==> config.mk <==
export PLATFORM = sky130hd
export DESIGN_NAME = sequence_store
export DESIGN_NICKNAME = d
export VERILOG_FILES = /design/src/rtl/sequence_store_pkg.sv /design/src/rtl/lfsr16.sv /design/src/rtl/sequence_store.sv
export SDC_FILE = /design/constraint.sdc
export NUM_CORES = 1
export LEC_CHECK = 0
export CORE_ASPECT_RATIO = 0.6
export CORE_MARGIN = 5
export CORE_UTILIZATION = 45
export CTS_CLUSTER_DIAMETER = 30
export CTS_CLUSTER_SIZE = 24
export DETAILED_ROUTE_END_ITERATION = 8
export SETUP_SLACK_MARGIN = 0.1
export SKIP_LAST_GASP = 1
export SYNTH_ARGS = -nofsm -noshare
export SYNTH_HDL_FRONTEND = slang
export SYNTH_HIERARCHICAL = 1
export SYNTH_SLANG_ARGS = --single-unit
==> constraint.sdc <==
create_clock -name clk -period 3.45 [get_ports clk]
set_clock_uncertainty 0.05 [all_clocks]
set_input_delay 0.345 -clock clk [delete_from_list [all_inputs] [get_ports clk]]
set_output_delay 0.345 -clock clk [all_outputs]
set_load 0.005 [all_outputs]
==> src/rtl/sequence_store_pkg.sv <==
// rtl/sequence_store_pkg.sv - shared constants, colour type and LFSR step helper for the sequence store
package sequence_store_pkg;

    localparam logic [15:0] LFSR_TAPS         = 16'hB400;
    localparam logic [15:0] LFSR_DEFAULT_SEED = 16'hACE1;
    localparam int          COLOUR_WIDTH      = 4;

    typedef logic [COLOUR_WIDTH-1:0] colour_t;

    // Galois right-shift step; the tap mask folds in whenever a one falls out of bit 0.
    function automatic logic [15:0] lfsr_step(input logic [15:0] cur);
        return (cur >> 1) ^ (cur[0] ? LFSR_TAPS : 16'h0000);
    endfunction

endpackage

==> src/rtl/lfsr16.sv <==
// rtl/lfsr16.sv - 16-bit Galois LFSR with seed load, step enable and next-value colour select
module lfsr16
    import sequence_store_pkg::*;
#(
    parameter int SEL_WIDTH = 2
) (
    input  logic                 clk,
    input  logic                 rst,
    input  logic                 load,
    input  logic [15:0]          seed,
    input  logic                 step,
    output logic [SEL_WIDTH-1:0] colour_sel
);

    logic [15:0] lfsr_q;
    logic [15:0] lfsr_next;

    assign lfsr_next  = lfsr_step(lfsr_q);
    assign colour_sel = lfsr_next[SEL_WIDTH-1:0];

    // An all-zero state would lock the LFSR, so a zero seed falls back to the default.
    always_ff @(posedge clk) begin
        if (rst) begin
            lfsr_q <= LFSR_DEFAULT_SEED;
        end else if (load) begin
            lfsr_q <= (seed == 16'h0000) ? LFSR_DEFAULT_SEED : seed;
        end else if (step) begin
            lfsr_q <= lfsr_next;
        end
    end

endmodule

==> src/rtl/sequence_store.sv <==
// rtl/sequence_store.sv - LFSR-driven colour generator and sequence RAM for the Genius game controller
module sequence_store
    import sequence_store_pkg::*;
#(
    parameter int DATA_WIDTH = 4,
    parameter int ADDR_WIDTH = 5,
    parameter int DEPTH      = 32,
    parameter int LFSR_WIDTH = 16
) (
    input  logic                  clk,
    input  logic                  rst,
    input  logic                  load_seed,
    input  logic                  mem_wr,
    input  logic                  mem_rd,
    input  logic                  mux_addr,
    input  logic [ADDR_WIDTH-1:0] sequence_index,
    input  logic [ADDR_WIDTH-1:0] match_index,
    input  logic                  no_repeat,
    input  logic                  test_seed_en,
    input  logic [LFSR_WIDTH-1:0] test_seed,
    output logic [DATA_WIDTH-1:0] sequence_item,
    output logic                  item_valid,
    output logic [ADDR_WIDTH:0]   seq_len,
    output logic                  full,
    output logic                  overflow
);

    localparam int SEL_WIDTH = $clog2(DATA_WIDTH);
    localparam int LEN_WIDTH = ADDR_WIDTH + 1;

    logic [DATA_WIDTH-1:0] ram [DEPTH];
    logic [LFSR_WIDTH-1:0] entropy_q;
    logic [LEN_WIDTH-1:0]  len_q;
    logic [DATA_WIDTH-1:0] prev_colour_q;
    logic                  overflow_q;

    logic [SEL_WIDTH-1:0]  colour_sel;
    logic [DATA_WIDTH-1:0] colour_raw;
    logic [DATA_WIDTH-1:0] colour;
    logic [LEN_WIDTH-1:0]  wr_len;
    logic                  wr_in_range;
    logic                  wr_accept;
    logic [ADDR_WIDTH-1:0] rd_addr;
    logic                  rd_hit;

    lfsr16 #(
        .SEL_WIDTH (SEL_WIDTH)
    ) u_lfsr (
        .clk        (clk),
        .rst        (rst),
        .load       (load_seed),
        .seed       (test_seed_en ? test_seed : entropy_q),
        .step       (wr_accept),
        .colour_sel (colour_sel)
    );

    // The colour comes from the value the LFSR is about to step to, not the current one.
    always_comb begin
        colour_raw = DATA_WIDTH'(1) << colour_sel;
        colour     = colour_raw;
        if (no_repeat && (colour_raw == prev_colour_q)) begin
            colour = {colour_raw[DATA_WIDTH-2:0], colour_raw[DATA_WIDTH-1]};
        end
    end

    assign wr_len      = {1'b0, sequence_index} + LEN_WIDTH'(1);
    assign wr_in_range = {1'b0, sequence_index} < LEN_WIDTH'(DEPTH);
    assign wr_accept   = !rst && !load_seed && mem_wr && wr_in_range;

    assign rd_addr = mux_addr ? match_index : sequence_index;
    assign rd_hit  = {1'b0, rd_addr} < len_q;

    assign seq_len  = len_q;
    assign full     = (len_q == LEN_WIDTH'(DEPTH));
    assign overflow = overflow_q;

    always_ff @(posedge clk) begin
        if (wr_accept) begin
            ram[sequence_index] <= colour;
        end
    end

    always_ff @(posedge clk) begin
        if (rst) begin
            entropy_q     <= '0;
            len_q         <= '0;
            prev_colour_q <= '0;
            overflow_q    <= 1'b0;
        end else begin
            entropy_q <= entropy_q + LFSR_WIDTH'(1);
            if (load_seed) begin
                len_q         <= '0;
                prev_colour_q <= '0;
                overflow_q    <= 1'b0;
            end else if (mem_wr) begin
                if (wr_in_range) begin
                    prev_colour_q <= colour;
                    if (wr_len > len_q) begin
                        len_q <= wr_len;
                    end
                end else begin
                    overflow_q <= 1'b1;
                end
            end
        end
    end

    // Reads see the pre-write RAM and length, giving read-before-write on a shared address.
    always_ff @(posedge clk) begin
        if (rst) begin
            sequence_item <= '0;
            item_valid    <= 1'b0;
        end else begin
            item_valid <= mem_rd;
            if (mem_rd) begin
                sequence_item <= rd_hit ? ram[rd_addr] : '0;
            end
        end
    end

endmodule
# Word-level counts from Yosys, hierarchy flattened

Memory sizes are Yosys's and may differ from the RTL's.
Cells that the tools add are included.

Register bits: 47
Memory bits (writable): 128
Bits of input ports: 34
Output and inout port bits: 13
Logic and storage cells: 34
Memories: 1

Memories:

| memory | depth | bits a word | rd ports | clocked after memory_dff | wr ports | line                 | RTL |
|---|---|---|---|---|---|---|---|
| ram    | 32    | 4           | 1        | 0                        | 1        | sequence_store.sv:31 | `logic [DATA_WIDTH-1:0] ram [DEPTH];` |

Add/sub/neg operators: 2
Magnitude comparators: 2
Equality and inequality tests: 2
Shifts and indexed selects: 1
Muxes and demuxes: 10
Bitwise operators: 1
Reduce and logical (&&, ||, !) cells: 9

Operator list:

| kind                                                              | number |
|---|---|
| 16-bit two-way mux                                                | 5 |
| 16-bit by 1-bit adder with 16-bit output, second input constant   | 1 |
| 16-bit zero test                                                  | 1 |
| 15-bit by 16-bit XOR with 16-bit output                           | 1 |
| 4-bit two-way mux                                                 | 2 |
| 5-bit by 1-bit adder with 6-bit output, second input constant     | 1 |
| 6-bit == test, second input constant                              | 1 |
| 6-bit greater-than comparator                                     | 1 |
| 5-bit by 6-bit < comparator with 1-bit output                     | 1 |
| 5-bit two-way mux                                                 | 1 |
| 4-bit == test                                                     | 1 |
| 1-bit by 2-bit left shift with 4-bit output, first input constant | 1 |
| 1-bit logical AND                                                 | 3 |
| 1-bit zero test                                                   | 2 |
| 1-bit two-way mux                                                 | 2 |
| 2-bit AND reduction                                               | 1 |
| 2-bit nonzero test                                                | 1 |
| 2-bit OR reduction                                                | 1 |

# Longest topological paths before layout

Depth after elaboration: 6
Gate-level depth with buffers: 13

# Hierarchy

The synthesis kept the hierarchy.

Modules (own cells, without submodules):

| module         | instances | cells an instance | area each (µm²) | sequential area each (µm²) |
|---|---|---|---|---|
| sequence_store | 1         | 760               | 7952.6          | 4464.3 |
| lfsr16         | 1         | 90                | 890.9           | 320.3 |

# Least setup slack after synthesis

No wires, ideal clock.

Kind: flip-flop to flip-flop
From: reg u_lfsr.lfsr_q[2]
To: mem ram[0][3] (data pin)
Data arrival time: 2.226 ns
Setup slack: 0.808 ns
Cell stages (with the launch flop): 9
Period minus slack after synthesis: 2.642 ns
Cells stage by stage: dfxtp_1 -> buf_4 -> clkbuf_1 -> nor2b_1 -> a21oi_1 -> o21ai_0 -> nand3_1 -> xnor2_1 -> nor2b_1

Longest elaborated chain between the ends: 5

Ends and longest elaborated chain:

| what                                            | line                     | RTL |
|---|---|---|
| start: declaration                              | lfsr16.sv:15             | `logic [15:0] lfsr_q;` |
| start signal: assignment                        | lfsr16.sv:26             | `lfsr_q <= (seed == 16'h0000) ? LFSR_DEFAULT_SEED : seed;` |
| start signal: assignment                        | lfsr16.sv:28             | `lfsr_q <= lfsr_next;` |
| 15-bit by 16-bit XOR with 16-bit output (*)     | sequence_store_pkg.sv:12 | `return (cur >> 1) ^ (cur[0] ? LFSR_TAPS : 16'h0000);` |
| named net colour_sel[1]                         | sequence_store.sv:37     | `logic [SEL_WIDTH-1:0] colour_sel;` |
| 1-bit by 2-bit left shift with 4-bit output (*) | sequence_store.sv:59     | `colour_raw = DATA_WIDTH'(1) << colour_sel;` |
| 4-bit == test                                   | sequence_store.sv:61     | `if (no_repeat && (colour_raw == prev_colour_q)) begin` |
| 1-bit logical AND                               | sequence_store.sv:61     |  |
| 4-bit two-way mux (*)                           | sequence_store.sv:61     |  |
| named net colour[3]                             | sequence_store.sv:39     | `logic [DATA_WIDTH-1:0] colour;` |
| end: declaration                                | sequence_store.sv:31     |  |

The timed path passes the listed nets; every way through them passes the cells marked *.

# Worst setup path after layout

From: reg len_q[5], in the netlist seq_len[5]
To: out full

Longest elaborated chain between the ends: 1

Ends and longest elaborated chain:

| what                     | line                 | RTL |
|---|---|---|
| start: declaration       | sequence_store.sv:33 | `logic [LEN_WIDTH-1:0] len_q;` |
| start signal: assignment | sequence_store.sv:99 | `len_q <= wr_len;` |
| 6-bit == test            | sequence_store.sv:74 | `assign full = (len_q == LEN_WIDTH'(DEPTH));` |
| end: declaration         | sequence_store.sv:24 | `output logic full,` |

No other way between the ends.

==> results.ini <==
[sta]
min_period_ps = 2614
rsz0062_at_grt = false
setup_viol = 0
period_share_pct = 75.78
hold_viol = 0
tns_ps = 0
fmax_mhz = 382.5
slew_violations = 0
maxSlewHeadroom_pct = 43.45
worst_hold_slack_ps = 458.9
worst_pin_slew_ps = 848.3

[final_layout]
area_growth_pct = 14.29
final_common_cell = edfxtp_1
ff_latch_area_um2 = 4785
nets = 927
multi_input_area_um2 = 3672
drive_above_1_share_pct = 10.89
diodes = 0
stdcell_area_um2 = 10110
fill_cells = 1702
layout_common_cells = edfxtp_1, nor2_1, a21oi_1

[global_routing]
gr-total-overflow = 0
antenna_found_initial = 0
grt_pass1_wl_mm = 39.45
grt_pass1_vias = 6541
grt_max_degree = 43
grt_use_total_pct = 22.96

[synth]
synth_top_cell_by_area = edfxtp_1
syn_area_per_cell_um2 = 10.40
yosysWarningCount = 6
synth_top_area_share_pct = 43.46
synth_edf_count = 128
async_flop_share_pct = 0
syn_inst = 850
ys_seq_area_share_pct = 54.10
synth.cell_area_um2 = 8843
syn_nets = 899
synth-seq-cells = 175
synth_area_leaders = edfxtp_1, dfxtp_1, a21oi_1, nor2_1, mux2_2
synth_cell_types = 61
synth-main-ff-cell = edfxtp_1

[die]
rows = 39
die_x_um = 191.0
core_area_um2 = 19180
die_h_um = 118.6
ios = 47
initial_utilization_pct = 46.11
die_area_um2 = 22650

[clocking]
cts_hold_buffers = 0
clkSlewWorstSetupHoldPaths_ps = 70
cts_buffer_depth = 2
postCtsSetupBuffers = 0
cts-resized-gates = 0
insertion_delay_ps = 440
clock_sinks = 175
cts-root-buf = clkbuf_16
htreeDepth = 4
tritoncts = yes
numCtsBuffers = 17

[route]
vias = 6980
drc_errors = 0
ant_nets = 0
viasPerCell = 6.033
dr_wl_met2_mm = 10.49
met3_length_mm = 2.450
post_drt_wl_per_cell_um = 22.30
wl_met1_mm = 12.57
first_pass_iters = 6
routed_wirelength_mm = 25.80
top_layer_used = met4
drt_iter0_drc = 986

[setup_path]
crit_slowest_cell = clkdlybuf4s50_1
crit_path_end_kind = primary output
start_kind = flip-flop
timing.critical_path.buf_inv = 2
arrival_ps = 2220
cp.depth = 4
r2r.worst_path.cells = 6
critical_path.top_delay_family = buffers and inverters
crit_chain = inv_1, or4_1, nor3_1, clkdlybuf4s50_1
critPathKind = flip-flop to primary output
crit_required_ps = 3050
regToRegSetupSlack_ps = 940
cpPeakStageDelay_ps = 530
endpoint = full
critPathLaunch = seq_len[5]
reg2reg_to = ram[26][0]
crit_fanout = 4
rr_startpoint = u_lfsr/lfsr_q[2]

[power_and_ir_drop]
p_leak_uw = 0.003505
pwr_density_cell_nw_per_um2 = 479.6
vdd_drop_max_uv = 433.6

[placement]
placed_area_um2 = 9523
gp_congestion = 0.9182
dp_hpwl_mm = 18.29
numPortBuffers = 45

[job]
maxCapViolCount = 0

[outcome]
status = complete, no violations

[min_path]
hp-class = flip-flop to flip-flop

final cells by class:
cell class                      count  area share (%)
Sequential cell                   175           47.34
Inverter                           28           1.040
Timing Repair Buffer               70           6.214
Clock inverter                     12           1.362
Clock buffer                       20           4.419
Tap cell                          266           3.293
Multi-Input combinational cell    586           36.33
cell families after synthesis:
group / count (synthesis) / share of synthesized area [%]
other: 1 / 0.04240
and+or+nand+nor: 256 / 13.88
AOI/OAI and AO/OA: 253 / 18.04
buffers and inverters: 89 / 4.457
adders and majority gates: 15 / 2.122
DFF: 175 / 54.10
muxes: 41 / 5.376
xor gates and xnor gates: 20 / 1.981
metal layers:
metal / vias up / GRT usage (%)
met1: 3432 / 36.08
met3: 27 / 6.777
met4: 0 / 5.336
li1: 3217 / -
met5: - / 0
met2: 304 / 30.84
Yosys cell counts, types with 4 or more instances:
cell type / instances
a211oi_1: 27
a21o_1: 4
a21oi_1: 75
a221oi_1: 12
a22oi_1: 11
a31oi_1: 10
and3_1: 8
buf_1: 7
buf_2: 14
clkbuf_1: 34
dfxtp_1: 47
edfxtp_1: 128
ha_1: 15
inv_1: 27
mux2_2: 25
mux2i_1: 12
nand2_1: 73
nand2b_1: 5
nand3_1: 24
nand4_1: 4
nor2_1: 86
nor2b_1: 29
nor3b_1: 8
o211ai_1: 20
o21a_1: 5
o21ai_0: 51
o22ai_1: 17
or3_1: 5
xnor2_1: 8
xor2_1: 12
worst min-delay path, delay by kind of cell (launching register included):
| kind | cells | cell delay, ps |
|---|---|---|
| AOI/OAI and AO/OA | 1 | 70 |
| DFF | 1 | 330 |
| and+or+nand+nor | 1 | 60 |
flip-flops by register name, summed over array words and instances (netlist names):
name and flops:
sequence_item 4, prev_colour_q 4, entropy_q 16, item_valid 1, seq_len 6, u_lfsr/lfsr_q 16
ram 128
metrics by stage:
step | util (%) | setup WS, ps | power [uW] | instances
final | 52.70 | 835.6 | 4847 | 1157
after global routing | 52.70 | 706.5 | 5021 | 1157
after CTS | 52.70 | 849.0 | 4865 | 1157
after detailed placement | 49.66 | 481.0 | 2954 | 1125
after global placement | 49.66 | 566.9 | 2940 | 1125
after floorplan | - | 807.7 | 2735 | 850
report_power, final:
part,switching (uW),leakage [uW],internal (uW)
registers,26.3,0.00162,2300
logic,376,0.00161,221
clock network,833,0.000281,1090
total,1230,0.00351,3610
worst min-delay path by stage:
stage | start | endpoint | slack, ps | depth (start not counted)
2_1_floorplan | entropy_q[0] | entropy_q[0] | 370 | 1
3_3_place_gp | entropy_q[0] | entropy_q[0] | 420 | 1
3_5_place_dp | entropy_q[0] | entropy_q[0] | 440 | 1
4_1_cts | entropy_q[0] | entropy_q[0] | 450 | 1
5_1_grt | sequence_item[0] | sequence_item[0] | 490 | 2
6_report | sequence_item[0] | sequence_item[0] | 460 | 2
Power figures use the tool's default switching activity.
